[src/rtl/write_gather_pipe_pkg.sv]
`default_nettype none
// ----------------------------------------------------------------------------
// wgp_pkg : AXI constants, drain FSM state type and width helper for the
//           write_gather_pipe block.                                 Rev 1.0
// ----------------------------------------------------------------------------
package wgp_pkg;

  localparam logic [1:0] c_burst_incr = 2'b01;
  localparam logic [1:0] c_resp_okay  = 2'b00;

  typedef enum logic [1:0] {
    ST_IDLE = 2'd0,
    ST_ADDR = 2'd1,
    ST_DATA = 2'd2,
    ST_RESP = 2'd3
  } drain_state_e;

  // Index width that stays legal (>= 1 bit) for single-entry ranges.
  function automatic int wgp_width(input int n);
    return (n <= 1) ? 1 : $clog2(n);
  endfunction

endpackage
`default_nettype wire

[src/rtl/write_gather_pipe_if.sv]
`default_nettype none
// ----------------------------------------------------------------------------
// write_gather_pipe_if : AXI4 write-only channel bundle (AW, W, B) between the
//                        gather pipe (master) and the interconnect. Rev 1.0
// ----------------------------------------------------------------------------
interface write_gather_pipe_if #(
  parameter int AXI_ADDR_W = 32,
  parameter int AXI_DATA_W = 64
);

  logic [AXI_ADDR_W-1:0]   AWADDR;
  logic [7:0]              AWLEN;
  logic [2:0]              AWSIZE;
  logic [1:0]              AWBURST;
  logic                    AWVALID;
  logic                    AWREADY;

  logic [AXI_DATA_W-1:0]   WDATA;
  logic [AXI_DATA_W/8-1:0] WSTRB;
  logic                    WLAST;
  logic                    WVALID;
  logic                    WREADY;

  logic [1:0]              BRESP;
  logic                    BVALID;
  logic                    BREADY;

  modport master (
    output AWADDR, AWLEN, AWSIZE, AWBURST, AWVALID,
    input  AWREADY,
    output WDATA, WSTRB, WLAST, WVALID,
    input  WREADY,
    input  BRESP, BVALID,
    output BREADY
  );

  modport slave (
    input  AWADDR, AWLEN, AWSIZE, AWBURST, AWVALID,
    output AWREADY,
    input  WDATA, WSTRB, WLAST, WVALID,
    output WREADY,
    output BRESP, BVALID,
    input  BREADY
  );

endinterface
`default_nettype wire

[src/rtl/write_gather_pipe_line_buffer.sv]
`default_nettype none
// ----------------------------------------------------------------------------
// wgp_line_buffer : DEPTH-line circular store of gathered CPU words with a
//                   word write port and a beat read port.          Rev 1.0
// ----------------------------------------------------------------------------
module wgp_line_buffer
  import wgp_pkg::*;
#(
  parameter int  DATA_W      = 64,
  parameter int  BURST_BYTES = 32,
  parameter int  DEPTH       = 4,
  localparam int WORDS       = BURST_BYTES / 4,
  localparam int BEATS       = BURST_BYTES * 8 / DATA_W,
  localparam int WPB         = DATA_W / 32,
  localparam int PTR_W       = wgp_width(DEPTH),
  localparam int WIDX_W      = wgp_width(WORDS),
  localparam int BEAT_W      = wgp_width(BEATS),
  localparam int CNT_W       = $clog2(DEPTH + 1)
) (
  input  logic              clk,
  input  logic              resetn,
  input  logic              wr_i,
  input  logic [31:0]       wr_data_i,
  input  logic              flush_i,
  input  logic              pop_i,
  input  logic [BEAT_W-1:0] rd_beat_i,
  output logic [DATA_W-1:0] rd_data_o,
  output logic [CNT_W-1:0]  count_o,
  output logic              stall_o,
  output logic              commit_o,
  output logic              partial_o
);

  logic [31:0]       mem_q [DEPTH][WORDS];
  logic [PTR_W-1:0]  head_q, head_d, tail_q, tail_d, tail_nxt;
  logic [CNT_W-1:0]  count_q, count_d;
  logic [WIDX_W-1:0] widx_q, widx_d;
  logic              pad_q, pad_d;
  logic              accept, line_full, commit;

  // While a pad commit is pending the tail slot is spoken for, so a store
  // only fits if a further slot is free.
  assign stall_o   = (count_q == CNT_W'(DEPTH)) ||
                     (pad_q && (count_q == CNT_W'(DEPTH - 1)));
  assign accept    = wr_i && !stall_o;
  assign line_full = (widx_q == WIDX_W'(WORDS - 1));
  assign commit    = pad_q || (accept && line_full);
  assign tail_nxt  = tail_q + PTR_W'(1);

  always_comb begin
    widx_d = widx_q;
    if (pad_q) begin
      widx_d = accept ? WIDX_W'(1) : '0;
    end else if (accept) begin
      widx_d = line_full ? '0 : widx_q + WIDX_W'(1);
    end
  end

  assign pad_d  = flush_i && (widx_d != '0);
  assign tail_d = commit ? tail_nxt : tail_q;
  assign head_d = pop_i ? head_q + PTR_W'(1) : head_q;

  always_comb begin
    count_d = count_q;
    if (commit && !pop_i) begin
      count_d = count_q + CNT_W'(1);
    end else if (!commit && pop_i) begin
      count_d = count_q - CNT_W'(1);
    end
  end

  always_ff @(posedge clk or negedge resetn) begin
    if (!resetn) begin
      head_q  <= '0;
      tail_q  <= '0;
      count_q <= '0;
      widx_q  <= '0;
      pad_q   <= 1'b0;
    end else begin
      head_q  <= head_d;
      tail_q  <= tail_d;
      count_q <= count_d;
      widx_q  <= widx_d;
      pad_q   <= pad_d;
    end
  end

  always_ff @(posedge clk) begin
    if (pad_q) begin
      for (int w = 0; w < WORDS; w++) begin
        if (WIDX_W'(w) >= widx_q) begin
          mem_q[tail_q][WIDX_W'(w)] <= '0;
        end
      end
      if (accept) begin
        mem_q[tail_nxt][WIDX_W'(0)] <= wr_data_i;
      end
    end else if (accept) begin
      mem_q[tail_q][widx_q] <= wr_data_i;
    end
  end

  always_comb begin
    rd_data_o = '0;
    for (int k = 0; k < WPB; k++) begin
      rd_data_o[32*k +: 32] = mem_q[head_q][WIDX_W'(int'(rd_beat_i) * WPB + k)];
    end
  end

  assign count_o   = count_q;
  assign commit_o  = commit;
  assign partial_o = (widx_q != '0) || pad_q;

endmodule
`default_nettype wire

[src/rtl/write_gather_pipe.sv]
`default_nettype none
// ----------------------------------------------------------------------------
// write_gather_pipe : gathers CPU stores into lines and drains each line as
// one AXI4 INCR burst. Optional WGP_WRAP_EN: circular pointer wrap. Rev 1.0
// ----------------------------------------------------------------------------
module write_gather_pipe
  import wgp_pkg::*;
#(
  parameter int AXI_ADDR_W  = 32,
  parameter int AXI_DATA_W  = 64,
  parameter int BURST_BYTES = 32,
  parameter int DEPTH       = 4
) (
  input  logic                  clk,
  input  logic                  resetn,
  input  logic [31:0]           CPUWriteData,
  input  logic                  CPUWrite,
  output logic                  CPUStall,
  input  logic                  Flush,
  input  logic [AXI_ADDR_W-1:0] FifoBase,
  input  logic [AXI_ADDR_W-1:0] FifoEnd,
  input  logic                  WritePtrLoad,
  input  logic [AXI_ADDR_W-1:0] WritePtrIn,
  output logic [AXI_ADDR_W-1:0] WritePtr,
  output logic                  Wrapped,
  output logic                  BusError,
  output logic                  Busy,
  write_gather_pipe_if.master   axi
);

  localparam int BEATS  = BURST_BYTES * 8 / AXI_DATA_W;
  localparam int BEAT_W = wgp_width(BEATS);
  localparam int CNT_W  = $clog2(DEPTH + 1);

  drain_state_e          state_q, state_d;
  logic [BEAT_W-1:0]     beat_q, beat_d;
  logic [AXI_ADDR_W-1:0] ptr_q, ptr_d, ptr_adv, ptr_ret;
  logic                  buserr_q, buserr_d;
  logic [CNT_W-1:0]      count;
  logic [AXI_DATA_W-1:0] rd_data;
  logic                  commit, partial, retire, awvalid, wvalid, last_beat;

  wgp_line_buffer #(
    .DATA_W      (AXI_DATA_W),
    .BURST_BYTES (BURST_BYTES),
    .DEPTH       (DEPTH)
  ) u_line_buffer (
    .clk       (clk),
    .resetn    (resetn),
    .wr_i      (CPUWrite),
    .wr_data_i (CPUWriteData),
    .flush_i   (Flush),
    .pop_i     (retire),
    .rd_beat_i (beat_q),
    .rd_data_o (rd_data),
    .count_o   (count),
    .stall_o   (CPUStall),
    .commit_o  (commit),
    .partial_o (partial)
  );

  assign last_beat = (beat_q == BEAT_W'(BEATS - 1));

  // IDLE looks at the commit strobe so a fresh line raises AWVALID one cycle
  // after its commit edge; RESP always returns through IDLE (one bubble).
  always_comb begin
    state_d = state_q;
    beat_d  = beat_q;
    retire  = 1'b0;
    case (state_q)
      ST_IDLE: if ((count != '0) || commit) state_d = ST_ADDR;
      ST_ADDR: if (axi.AWREADY) begin
        state_d = ST_DATA;
        beat_d  = '0;
      end
      ST_DATA: if (axi.WREADY) begin
        if (last_beat) state_d = ST_RESP;
        else           beat_d  = beat_q + BEAT_W'(1);
      end
      ST_RESP: if (axi.BVALID) begin
        state_d = ST_IDLE;
        retire  = 1'b1;
      end
      default: state_d = ST_IDLE;
    endcase
  end

  assign ptr_adv = ptr_q + AXI_ADDR_W'(BURST_BYTES);

`ifdef WGP_WRAP_EN
  logic wrap_hit, wrapped_q;
  assign wrap_hit = (ptr_adv >= FifoEnd);
  assign ptr_ret  = wrap_hit ? FifoBase : ptr_adv;
  always_ff @(posedge clk or negedge resetn) begin
    if (!resetn) wrapped_q <= 1'b0;
    else         wrapped_q <= retire && wrap_hit;
  end
  assign Wrapped = wrapped_q;
`else
  logic unused_fifo_bounds;
  assign unused_fifo_bounds = ^{FifoBase, FifoEnd};
  assign ptr_ret = ptr_adv;
  assign Wrapped = 1'b0;
`endif

  always_comb begin
    ptr_d    = ptr_q;
    buserr_d = buserr_q;
    if (retire) begin
      ptr_d = ptr_ret;
      if (axi.BRESP != c_resp_okay) buserr_d = 1'b1;
    end else if (WritePtrLoad && !Busy) begin
      ptr_d    = WritePtrIn;
      buserr_d = 1'b0;
    end
  end

  always_ff @(posedge clk or negedge resetn) begin
    if (!resetn) begin
      state_q  <= ST_IDLE;
      beat_q   <= '0;
      ptr_q    <= '0;
      buserr_q <= 1'b0;
    end else begin
      state_q  <= state_d;
      beat_q   <= beat_d;
      ptr_q    <= ptr_d;
      buserr_q <= buserr_d;
    end
  end

  assign WritePtr = ptr_q;
  assign BusError = buserr_q;
  assign Busy     = (count != '0) || partial || (state_q != ST_IDLE);

  // Payload fields are zeroed outside their valid phase so every output
  // reads 0 while reset is asserted.
  assign awvalid     = (state_q == ST_ADDR);
  assign wvalid      = (state_q == ST_DATA);
  assign axi.AWVALID = awvalid;
  assign axi.AWADDR  = awvalid ? ptr_q : '0;
  assign axi.AWLEN   = awvalid ? 8'(BEATS - 1) : '0;
  assign axi.AWSIZE  = awvalid ? 3'($clog2(AXI_DATA_W / 8)) : '0;
  assign axi.AWBURST = awvalid ? c_burst_incr : '0;
  assign axi.WVALID  = wvalid;
  assign axi.WDATA   = wvalid ? rd_data : '0;
  assign axi.WSTRB   = wvalid ? '1 : '0;
  assign axi.WLAST   = wvalid && last_beat;
  assign axi.BREADY  = (state_q == ST_RESP);

endmodule
`default_nettype wire

[src/flat_wrapper.sv]
// flat-port wrapper written by rule: the top's interface ports become plain ports
module write_gather_pipe_flat import wgp_pkg::*;
#(
  parameter int AXI_ADDR_W  = 32,
  parameter int AXI_DATA_W  = 64,
  parameter int BURST_BYTES = 32,
  parameter int DEPTH       = 4
)
  (clk, resetn, CPUWriteData, CPUWrite, CPUStall, Flush, FifoBase, FifoEnd, WritePtrLoad, WritePtrIn, WritePtr, Wrapped, BusError, Busy, axi_AWADDR, axi_AWLEN, axi_AWSIZE, axi_AWBURST, axi_AWVALID, axi_AWREADY, axi_WDATA, axi_WSTRB, axi_WLAST, axi_WVALID, axi_WREADY, axi_BRESP, axi_BVALID, axi_BREADY);
  write_gather_pipe_if #(.AXI_ADDR_W(AXI_ADDR_W), .AXI_DATA_W(AXI_DATA_W)) axi_i ();
  input  logic clk;
  input  logic resetn;
  input  logic [31:0] CPUWriteData;
  input  logic CPUWrite;
  output logic CPUStall;
  input  logic Flush;
  input  logic [AXI_ADDR_W-1:0] FifoBase;
  input  logic [AXI_ADDR_W-1:0] FifoEnd;
  input  logic WritePtrLoad;
  input  logic [AXI_ADDR_W-1:0] WritePtrIn;
  output logic [AXI_ADDR_W-1:0] WritePtr;
  output logic Wrapped;
  output logic BusError;
  output logic Busy;
  output wire logic [$bits(axi_i.AWADDR)-1:0] axi_AWADDR;
  output wire logic [$bits(axi_i.AWLEN)-1:0] axi_AWLEN;
  output wire logic [$bits(axi_i.AWSIZE)-1:0] axi_AWSIZE;
  output wire logic [$bits(axi_i.AWBURST)-1:0] axi_AWBURST;
  output wire logic [$bits(axi_i.AWVALID)-1:0] axi_AWVALID;
  input wire logic [$bits(axi_i.AWREADY)-1:0] axi_AWREADY;
  output wire logic [$bits(axi_i.WDATA)-1:0] axi_WDATA;
  output wire logic [$bits(axi_i.WSTRB)-1:0] axi_WSTRB;
  output wire logic [$bits(axi_i.WLAST)-1:0] axi_WLAST;
  output wire logic [$bits(axi_i.WVALID)-1:0] axi_WVALID;
  input wire logic [$bits(axi_i.WREADY)-1:0] axi_WREADY;
  input wire logic [$bits(axi_i.BRESP)-1:0] axi_BRESP;
  input wire logic [$bits(axi_i.BVALID)-1:0] axi_BVALID;
  output wire logic [$bits(axi_i.BREADY)-1:0] axi_BREADY;
  assign axi_AWADDR = axi_i.AWADDR;
  assign axi_AWLEN = axi_i.AWLEN;
  assign axi_AWSIZE = axi_i.AWSIZE;
  assign axi_AWBURST = axi_i.AWBURST;
  assign axi_AWVALID = axi_i.AWVALID;
  assign axi_i.AWREADY = axi_AWREADY;
  assign axi_WDATA = axi_i.WDATA;
  assign axi_WSTRB = axi_i.WSTRB;
  assign axi_WLAST = axi_i.WLAST;
  assign axi_WVALID = axi_i.WVALID;
  assign axi_i.WREADY = axi_WREADY;
  assign axi_i.BRESP = axi_BRESP;
  assign axi_i.BVALID = axi_BVALID;
  assign axi_BREADY = axi_i.BREADY;
  write_gather_pipe #(.AXI_ADDR_W(AXI_ADDR_W), .AXI_DATA_W(AXI_DATA_W), .BURST_BYTES(BURST_BYTES), .DEPTH(DEPTH)) u_core (.clk(clk), .resetn(resetn), .CPUWriteData(CPUWriteData), .CPUWrite(CPUWrite), .CPUStall(CPUStall), .Flush(Flush), .FifoBase(FifoBase), .FifoEnd(FifoEnd), .WritePtrLoad(WritePtrLoad), .WritePtrIn(WritePtrIn), .WritePtr(WritePtr), .Wrapped(Wrapped), .BusError(BusError), .Busy(Busy), .axi(axi_i));
endmodule
[config.mk]
export PLATFORM = sky130hd
export DESIGN_NAME = write_gather_pipe_flat
export DESIGN_NICKNAME = d
export VERILOG_FILES = /design/src/rtl/write_gather_pipe_pkg.sv /design/src/rtl/write_gather_pipe_if.sv /design/src/rtl/write_gather_pipe_line_buffer.sv /design/src/rtl/write_gather_pipe.sv /design/src/flat_wrapper.sv
export SDC_FILE = /design/constraint.sdc
export NUM_CORES = 1
export LEC_CHECK = 0
export BUFFER_PORTS_ARGS = -buffer_cell sky130_fd_sc_hd__buf_2
export CORE_ASPECT_RATIO = 2
export CORE_MARGIN = 2
export CORE_UTILIZATION = 45
export DETAILED_ROUTE_END_ITERATION = 16
export GPL_ROUTABILITY_DRIVEN = 0
export PLACE_DENSITY = 0.71
export SLEW_MARGIN = 20
export SYNTH_ARGS = -nofsm -noshare
export SYNTH_HDL_FRONTEND = slang
export SYNTH_HIERARCHICAL = 1
export SYNTH_SLANG_ARGS = --single-unit
[constraint.sdc]
create_clock -name clk -period 4.6 [get_ports clk]
set_clock_uncertainty 0.05 [all_clocks]
set_input_delay 0.69 -clock clk [delete_from_list [all_inputs] [get_ports clk]]
set_output_delay 0.69 -clock clk [all_outputs]
set_load 0.02 [all_outputs]
==> qor.csv <==
stage,metric,value,unit
synth,syn_inst,2158,
power,p_clk_frac,0.252,
clock_tree,clk_pin_slew,0.08,ns
timing,period_needed,4.15,ns
clock_tree,cts.hold.buffers_added,0,
synth,synth_edf_count,1024,
worst_setup_path,crit_chain,buf_12 > buf_12 > mux4_2 > mux4_2 > and2_1 > buf_2,
worst_setup_path,startpoint_type,register,
clock_tree,clk_latency,0.67,ns
synth,ys_seq_elements,1072,
floorplanning,dieArea,100000,um2
synth,ys_types,60,
synth,synth_top_flop_cell,edfxtp_1,
route,num_vias,21879,
grt,antenna_found_initial,10,
layout,area_growth,12.8,%
grt,grt_pass1_vias,23532,
timing,finalHoldViolCount,0,
route,firstDrtPassIters,7,
layout,drive_gt1_frac,0.317,
clock_tree,cts-resized-gates,0,
route,ant_nets,0,
worst_setup_path,crit_required,3.86,ns
clock_tree,cts_tree,yes,
timing,setup_viol,0,
power,switchingPower,9.69,mW
power,power.share.switching,0.315,
clock_tree,clock_path_buffers,3,
timing,slew_headroom,0.239,
floorplanning,placementRows,162,
layout,utilization,0.510,
grt,grt_pass1_wl,151,mm
clock_tree,clock-sinks,1072,
timing,finalMaxSlewViolations,0,
synth,avgSynthCellArea,20.3,um2
route,drcViolationCount,0,
worst_setup_path,cp-endpoint,axi_WDATA[11],
worst_setup_path,crit_type,register to output pin,
synth,syn_area,43900,um2
min_path,hp-class,primary input to async pin,
clock_tree,cts_setup_buffers,0,
floorplanning,die_x,225,um
outcome,status,completed,
power,power.share.combinational,0.322,
job,drv_cap,0,
route,via_per_inst,5.89,
worst_setup_path,r2r_start,u_core/u_line_buffer/count_o[1]$_DFFE_PN0P_,
timing,fmax,0.241,GHz
floorplanning,start_util,0.452,
synth,async_flop_share,0.0448,
synth,synth_warnings,6,
floorplanning,core_area,97100,um2
clock_tree,htree_num_levels,3,
grt,grtUsageTotal,0.208,
power,power_density,622,nW/um2
power,power.leakage,16.5,nW
timing,rsz0062_at_grt,no,
synth,yosysSeqAreaShare,0.728,
grt,gr-total-overflow,0,
worst_setup_path,r2r_slack,1.48,ns
grt,grt_max_degree,83,
layout,num-nets-final,2563,
worst_setup_path,crit_path_top_delay_cell,dfrtp_4,
power,internal_power,21.1,mW
route,postRouteWirelength,102,mm
worst_setup_path,cpPeakStageDelay,0.76,ns
placement,io_buffers,221,
worst_setup_path,rr_worst_depth,8,
floorplanning,die_height,446,um
worst_setup_path,r2r_end,u_core/u_line_buffer/count_o[1]$_DFFE_PN0P_,
worst_setup_path,critical_path_arrival,3.41,ns
clock_tree,cts_buffers,89,
clock_tree,cts-root-buf,clkbuf_16,
placement,dp_hpwl,61.9,mm
power,seq_power_share,0.426,
floorplanning,io_pins,295,
power,ir_worst_vdd,398,uV
timing,tns,0,ns
timing,fin_crit_sh,0.903,
route,wl_per_cell,27.5,um
worst_setup_path,critPathMaxFanout,23,
worst_setup_path,critPathLaunch,u_core/u_line_buffer/head_q[0]$_DFFE_PN0P_,
worst_setup_path,worstSetupEndpointType,output pin,
route,drt_iter0_markers,1924,
timing,worst_pin_slew,1.14,ns
-- routing by layer --
layer  track usage  part of all wire
met5             0           0.00026
met4        0.0762             0.034
met3        0.0295             0.056
met2         0.391              0.56
met1         0.239              0.35
-- stage by stage --
stage                     hold WS (ns)  std cells  worst slack (ns)  power, mW  area (um2)
after floorplan                  0.344       2166              1.76       20.1       43900
after global placement           0.429       3543              1.10       23.1       46500
after detailed placement         0.416       3544              1.09       23.4       46500
after CTS                       0.0884       3711             0.353       31.1       49500
after global routing             0.137       3714             0.282       32.1       49500
final                           0.0966       3714             0.445       30.8       49500
-- synth_stat cells (3+ instances only) --
library cell	count	area share
nand4_1	14	0.0020
buf_6	27	0.0069
nor2_1	31	0.0027
xor2_1	4	0.00080
nor3_1	13	0.0015
mux2_2	3	0.00077
o21ai_0	12	0.0014
nand3_1	18	0.0021
and3_1	3	0.00043
o22ai_1	3	0.00043
buf_1	15	0.0013
mux4_2	320	0.16
xnor2_1	3	0.00060
and2_1	347	0.049
and4_1	3	0.00060
buf_2	8	0.00091
a31oi_1	3	0.00043
a21oi_1	22	0.0025
edfxtp_1	1024	0.70
o211ai_1	5	0.00086
clkbuf_1	64	0.0055
dfrtp_1	48	0.027
a2bb2o_1	4	0.00091
a211oi_1	9	0.0015
o221a_2	8	0.0021
buf_4	23	0.0039
inv_1	17	0.0015
nand2_1	51	0.0044
ha_1	19	0.0054
-- logic make-up (layout without fill, tap and decap cells) --
family | after synthesis | count (layout) | share of synthesized area
and+or+nand+nor | 497 | 497 | 0.0663
buffers and inverters | 155 | 470 | 0.0201
muxes | 323 | 323 | 0.165
other | 1 | 12 | 0.0000854
AOI/OAI and AO/OA | 83 | 83 | 0.0135
adders and majority gates | 20 | 20 | 0.00587
xor gates and xnor gates | 7 | 7 | 0.00140
DFF | 1072 | 1072 | 0.728
-- critical path, delay by kind of cell (launching register included) --
kind          cells  cell delay, ns
buf+inv           3            0.68
flops             1            0.76
mux               2            1.07
simple gates      1            0.18
-- registers in the layout (all words and copies together), names as in the netlist --
register,cells
u_core/u_line_buffer/widx_q,3
u_core/u_line_buffer/pad_q,1
u_core/u_line_buffer/mem_q,1024
u_core/beat_q,2
u_core/u_line_buffer/count_o,3
u_core/BusError,1
u_core/state_q,2
u_core/u_line_buffer/tail_q,2
u_core/WritePtr,32
u_core/u_line_buffer/head_q,2
-- final cells by class --
cell class / instances / area [um2]
repair buffers: 286 / 1790
well taps: 1230 / 1540
clock inverters: 62 / 674
clock buffers: 105 / 2310
flip-flops and latches: 1072 / 32000
inverters: 17 / 63.8
multi-input cells: 939 / 11200
diodes: 3 / 7.51
fillers: 7498 / 47600
-- worst min path at each step --
stage	from	cells after the start	slack [ns]	to
final	resetn	2	0.1	u_core/WritePtr[8]$_DFFE_PN0P_
after global routing	resetn	2	0.14	u_core/beat_q[0]$_DFFE_PN0P_
after CTS	resetn	2	0.09	u_core/WritePtr[8]$_DFFE_PN0P_
after detailed placement	u_core/BusError$_DFFE_PN0P_	2	0.42	u_core/BusError$_DFFE_PN0P_
after global placement	u_core/BusError$_DFFE_PN0P_	2	0.43	u_core/BusError$_DFFE_PN0P_
after floorplan	resetn	0	0.34	u_core/BusError$_DFFE_PN0P_
-- power groups by stage --
stage	registers [mW]	logic [mW]	clock network [mW]
4_1_cts	13.1	10.1	7.91
3_3_place_gp	13.2	9.90	0
6_report	13.1	9.93	7.77
3_5_place_dp	13.3	10.1	0
2_1_floorplan	13.0	7.06	0
5_1_grt	13.3	10.6	8.26
-- placed cells by master (no fill, tap or decap), types with 11 or more instances in the layout --
cell and instances:
a21oi_1 18, o21ai_0 12, inv_1 17, clkinv_1 18, edfxtp_1 1024, and2_1 335
clkbuf_1 15, buf_12 14, nor3_1 12, mux4_2 320, ha_1 18, nor2_1 29
and2_2 11, nand4_1 14, bufinv_16 12, nand2_1 51, clkbuf_16 90, buf_4 50
dfrtp_1 44, clkinv_2 13, nand3_1 18, buf_2 221
Note: power is estimated with default switching activity, not from simulation.
